==> config.mk <==
export PLATFORM = sky130hd
export DESIGN_NAME = if_stage
export DESIGN_NICKNAME = d
export VERILOG_FILES = /design/src/rtl/mips_pkg.sv /design/src/rtl/ifid_reg.sv /design/src/rtl/if_stage.sv
export SDC_FILE = /design/constraint.sdc
export NUM_CORES = 1
export LEC_CHECK = 0
export ABC_AREA = 1
export CORE_ASPECT_RATIO = 1.5
export CORE_MARGIN = 1
export CORE_UTILIZATION = 45
export CTS_CLUSTER_SIZE = 20
export DETAILED_ROUTE_END_ITERATION = 10
export PLACE_DENSITY = 0.84
export SETUP_SLACK_MARGIN = 0.1
export SYNTH_ARGS = -nofsm -noshare
export SYNTH_HDL_FRONTEND = slang
export SYNTH_SLANG_ARGS = --single-unit
==> constraint.sdc <==
create_clock -name clk -period 3.3 [get_ports clk]
set_input_delay 0.495 -clock clk [delete_from_list [all_inputs] [get_ports clk]]
set_output_delay 0.495 -clock clk [all_outputs]
set_load 0.02 [all_outputs]
==> src/rtl/mips_pkg.sv <==
// Shared MIPS front-end definitions: fetch FSM encoding, NOP word, default PC constants.
package mips_pkg;

  typedef enum logic [1:0] {
    ST_BOOT   = 2'd0,
    ST_RUN    = 2'd1,
    ST_HALTED = 2'd2
  } state_t;

  localparam logic [31:0] NOP_WORD     = 32'd0;
  localparam logic [31:0] DEF_RESET_PC = 32'd0;
  localparam logic [31:0] DEF_PC_INC   = 32'd4;

  function automatic logic word_aligned(input logic [31:0] addr);
    return addr[1:0] == 2'b00;
  endfunction

endpackage

==> src/rtl/ifid_reg.sv <==
// IF/ID pipeline register: load captures a fetched word, flush clears only the valid bit.
// Latency 1 cycle; with neither load nor flush the contents are held (stall).
module ifid_reg
  import mips_pkg::*;
(
  input  logic        clk,
  input  logic        rst_n,
  input  logic        load,
  input  logic        flush,
  input  logic [31:0] instr_in,
  input  logic [31:0] pc_in,
  input  logic [31:0] pc_plus_in,
  output logic        valid,
  output logic [31:0] instr,
  output logic [31:0] pc,
  output logic [31:0] pc_plus
);

  always_ff @(posedge clk or negedge rst_n) begin
    if (!rst_n) begin
      valid   <= 1'b0;
      instr   <= NOP_WORD;
      pc      <= 32'd0;
      pc_plus <= 32'd0;
    end else if (flush) begin
      // Payload is left as-is; decode ignores it while valid is low.
      valid <= 1'b0;
    end else if (load) begin
      valid   <= 1'b1;
      instr   <= instr_in;
      pc      <= pc_in;
      pc_plus <= pc_plus_in;
    end
  end

endmodule

==> src/rtl/if_stage.sv <==
// Instruction fetch: PC register, BOOT/RUN/HALTED control and IF/ID capture; latency 1 cycle, stall holds PC and IF/ID.
// Optional IF_ALIGN_CHECK_EN adds fetch_fault: misaligned redirect targets halt fetch permanently until reset.
module if_stage
  import mips_pkg::*;
#(
  parameter logic [31:0] RESET_PC = DEF_RESET_PC,
  parameter logic [31:0] PC_INC   = DEF_PC_INC,
  parameter int          CNT_W    = 32
) (
  input  logic             clk,
  input  logic             rst_n,
  output logic [31:0]      imem_addr,
  input  logic [31:0]      imem_rdata,
  input  logic             stall,
  input  logic             redirect_valid,
  input  logic [31:0]      redirect_target,
  input  logic             halt_req,
  output logic             ifid_valid,
  output logic [31:0]      ifid_instr,
  output logic [31:0]      ifid_pc,
  output logic [31:0]      ifid_pc_plus,
  output logic [CNT_W-1:0] fetch_count,
  output logic [1:0]       state_o
`ifdef IF_ALIGN_CHECK_EN
  ,
  output logic             fetch_fault
`endif
);

  state_t           state, state_nxt;
  logic [31:0]      pc, pc_nxt, pc_seq;
  logic [CNT_W-1:0] cnt_nxt;
  logic             load, flush;
  logic             redir_take, redir_bad;

  assign pc_seq    = pc + PC_INC;
  assign imem_addr = pc;
  assign state_o   = state;

`ifdef IF_ALIGN_CHECK_EN
  logic fault_q;

  assign redir_bad   = redirect_valid && !fault_q && !word_aligned(redirect_target);
  assign redir_take  = redirect_valid && !fault_q && word_aligned(redirect_target);
  assign fetch_fault = fault_q;

  // BOOT ignores redirects entirely, so a bad target there is not a fault.
  always_ff @(posedge clk or negedge rst_n) begin
    if (!rst_n) begin
      fault_q <= 1'b0;
    end else if (redir_bad && state != ST_BOOT) begin
      fault_q <= 1'b1;
    end
  end
`else
  assign redir_bad  = 1'b0;
  assign redir_take = redirect_valid;
`endif

  always_ff @(posedge clk or negedge rst_n) begin
    if (!rst_n) begin
      state       <= ST_BOOT;
      pc          <= RESET_PC;
      fetch_count <= '0;
    end else begin
      state       <= state_nxt;
      pc          <= pc_nxt;
      fetch_count <= cnt_nxt;
    end
  end

  always_comb begin
    state_nxt = state;
    pc_nxt    = pc;
    cnt_nxt   = fetch_count;
    load      = 1'b0;
    flush     = 1'b0;
    case (state)
      ST_BOOT: begin
        state_nxt = ST_RUN;
      end
      ST_RUN: begin
        // Redirect beats halt, halt beats stall, stall beats sequential fetch.
        if (redir_bad) begin
          flush     = 1'b1;
          state_nxt = ST_HALTED;
        end else if (redir_take) begin
          pc_nxt = redirect_target;
          flush  = 1'b1;
        end else if (halt_req) begin
          flush     = 1'b1;
          state_nxt = ST_HALTED;
        end else if (!stall) begin
          load    = 1'b1;
          pc_nxt  = pc_seq;
          cnt_nxt = fetch_count + CNT_W'(1);
        end
      end
      ST_HALTED: begin
        flush = 1'b1;
        if (redir_take) begin
          pc_nxt    = redirect_target;
          state_nxt = ST_RUN;
        end
      end
      default: begin
        state_nxt = ST_BOOT;
      end
    endcase
  end

  ifid_reg u_ifid_reg (
    .clk        (clk),
    .rst_n      (rst_n),
    .load       (load),
    .flush      (flush),
    .instr_in   (imem_rdata),
    .pc_in      (pc),
    .pc_plus_in (pc_seq),
    .valid      (ifid_valid),
    .instr      (ifid_instr),
    .pc         (ifid_pc),
    .pc_plus    (ifid_pc_plus)
  );

endmodule
==> impl_metrics.json <==
{
  "nFillCells": 1448,
  "clk_pin_slew_ps": 70,
  "grt_setup_unrepaired": "no",
  "postRouteAntennaNets": 0,
  "cp.arrival_ps": 2730,
  "drv_cap": 0,
  "clk_latency_ps": 430,
  "cts_buffers": 17,
  "ys_ff_latch": 161,
  "path_buf_inv": 5,
  "design_area_mm2": 0.0110,
  "antenna_found_initial": 0,
  "syn_area_mm2": 0.00794,
  "grt_pass1_vias": 7528,
  "fp-row-count": 59,
  "critPathRequiredTime_ps": 3650,
  "path_max_fanout": 45,
  "drive_above_1_share_pct": 5.67,
  "vias": 7733,
  "p_per_area_mw_per_mm2": 947,
  "ctsLongestPathBuffers": 2,
  "wl_per_cell_um": 16.3,
  "root_buffer": "clkbuf_16",
  "grt_use_total_pct": 27.1,
  "status": "complete, no violations",
  "dr.first_iter.drc_count": 497,
  "totalWireLength_um": 24400,
  "p_leak_nw": 5.11,
  "final_core_util_pct": 63.6,
  "final.min_clock_period_ps": 2380,
  "relSlewSlack_pct": 28.9,
  "postCtsSetupBuffers": 0,
  "slew_viol_final": 0,
  "critPathTopFamily": "buffers and inverters",
  "finalPower_mw": 10.4,
  "hold_violations": 0,
  "clock_skew_ps": 14.8,
  "io_pins": 232,
  "core_area_mm2": 0.0173,
  "overflow": 0,
  "post-route-period-util_pct": 72.2,
  "end_kind": "flip-flop",
  "ctsHtreeMaxLevel": 4,
  "chipWidth_um": 110,
  "cpMostUsedCell": "inv_2",
  "path_class": "reg2reg",
  "max_clock_freq_ghz": 0.420,
  "synth_largest_area_cell": "dfrtp_1",
  "avgSynthCellArea_um2": 7.56,
  "cts_tree": "yes",
  "hold_buffers": 0,
  "hp-class": "in2async",
  "viasPerCell": 5.15,
  "cp-start-kind": "flip-flop",
  "place_congestion": 0.936,
  "ir_worst_vdd_mv": 0.554,
  "max_slew.worst_pin.slew_ps": 1070,
  "drt-pass1-iter-count": 5,
  "syn_inst": 1051,
  "route.detailed.drc": 0,
  "ys_top_cells_by_area": "dfrtp_1 51%, nand2_1 21%, nor2_1 7.0%",
  "die_area_mm2": 0.0182,
  "cts.sinks": 161,
  "grt_max_degree": 109,
  "yosysUniqueCellTypes": 35,
  "layout_commonest_cell": "nand2_1",
  "layout_common_cells": "454 x nand2_1, 230 x clkdlybuf4s50_1, 161 x dfrtp_1",
  "synth_top_area_share_pct": 50.7,
  "setup_viol": 0,
  "crit_slowest_cell": "inv_2",
  "hpwlAfterDp_um": 17500,
  "fin_setup_tns_ps": 0,
  "fp.dieH_um": 165,
  "crit_chain": "inv_1, ha_1, inv_2, nor2_4, nand2_2, clkinv_2, nand2_4, inv_2, buf_4, nor2_1, a31oi_1",
  "fin_nets": 1349,
  "hold_ws_ps": 70.9,
  "synth_nets": 1125,
  "post_cts_resized": 0,
  "placed_cell_area_mm2": 0.0104,
  "reg2regPathDepth": 11,
  "numPortBuffers": 231,
  "syn2layout_area_growth_pct": 38.8,
  "ys_warn_count": 0,
  "grt_pass1_wl_um": 38300,
  "start_util_pct": 45.8,
  "worst-path-stages": 11,
  "critPathMaxStageDelay_ps": 600,
  "ys_seq_area_share_pct": 50.7,
  "diodes": 0
}
## synth_stat cells
| master | count |
|---|---|
| nor2_8 | 1 |
| o31ai_2 | 2 |
| xor2_1 | 17 |
| clkbuf_1 | 11 |
| mux2_2 | 2 |
| nand3_1 | 43 |
| a31oi_1 | 11 |
| a21oi_1 | 11 |
| inv_2 | 3 |
| clkinv_2 | 1 |
| nor3_1 | 4 |
| nand3_2 | 3 |
| buf_4 | 9 |
| nand4_1 | 3 |
| o21ai_1 | 10 |
| dfrtp_1 | 161 |
| nor2_4 | 2 |
| o21a_1 | 1 |
| and2_1 | 2 |
| xnor2_1 | 8 |
| inv_1 | 58 |
| buf_2 | 14 |
| ha_1 | 5 |
| o21ai_0 | 44 |
| nand3b_1 | 4 |
| nor3b_4 | 1 |
| nor2_2 | 8 |
| o21ai_2 | 1 |
| clkinv_1 | 1 |
| nand2_4 | 1 |
| nand2_2 | 4 |
| nor2_1 | 149 |
| nor3_2 | 1 |
| nand2_1 | 454 |
| buf_6 | 1 |
## registers in the layout (all words and copies together), names as in the netlist
signal / cells
u_ifid_reg.instr: 32
u_ifid_reg.pc_plus: 30
fetch_count: 32
imem_addr: 32
state_o: 2
u_ifid_reg.valid: 1
u_ifid_reg.pc: 32
## final timing paths
| kind | start | slack (ps) | to |
|---|---|---|---|
| max | state_o[1] | 920 | u_ifid_reg.pc_plus[19] |
| min | rst_n | 70 | u_ifid_reg.pc[22] |
| max reg2reg | state_o[1] | 920 | u_ifid_reg.pc_plus[19] |
| min reg2reg | u_ifid_reg.instr[14] | 480 | u_ifid_reg.instr[14] |
| max in group asynchronous | rst_n | 2370 | imem_addr[2] |
| min in group clk | u_ifid_reg.instr[14] | 480 | u_ifid_reg.instr[14] |
## per-layer routing
metal | track usage [%] | part of all wire (%) | routed length (um)
met1 | 29.7 | 37 | 9000
met2 | 46.5 | 50 | 12300
met3 | 7.23 | 6.9 | 1700
met4 | 17.7 | 5.8 | 1420
met5 | 0 | 0 | 0
## layout make-up
| type | instances | area (um2) | area share, % |
|---|---|---|---|
| Clock buffer | 18 | 439 | 3.98 |
| Tap cell | 213 | 267 | 2.42 |
| Inverter | 63 | 238 | 2.16 |
| Timing Repair Buffer | 240 | 2390 | 21.7 |
| Clock inverter | 14 | 165 | 1.50 |
| Sequential cell | 161 | 4030 | 36.5 |
| Multi-Input combinational cell | 792 | 3490 | 31.7 |
## power breakdown
part / internal [mW] / switching [mW] / total (mW) / leakage (nW)
Sequential: 2.77 / 0.762 / 3.54 / 2.03
Clock: 1.10 / 0.917 / 2.02 / 0.294
Combinational: 2.10 / 2.79 / 4.89 / 2.79
Total: 5.98 / 4.46 / 10.4 / 5.11
## cell families (layout without fill, tap and decap cells)
kind of cell,after synthesis,in the layout,synth area share (%)
AND/OR/NAND/NOR,680,680,34.6
flip-flops,161,161,50.7
buffers and inverters,98,335,5.39
AO/OA/AOI/OAI,80,80,5.48
XOR/XNOR,25,25,2.76
adder cells (fa/ha/maj),5,5,0.788
multiplexers,2,2,0.283
## through the flow
step,instances,worst slack [ps]
global route,1501,711
floorplan,1051,1570
global placement,1469,549
finish,1501,917
CTS,1501,909
detailed placement,1469,498
Power figures use the tool's default switching activity.
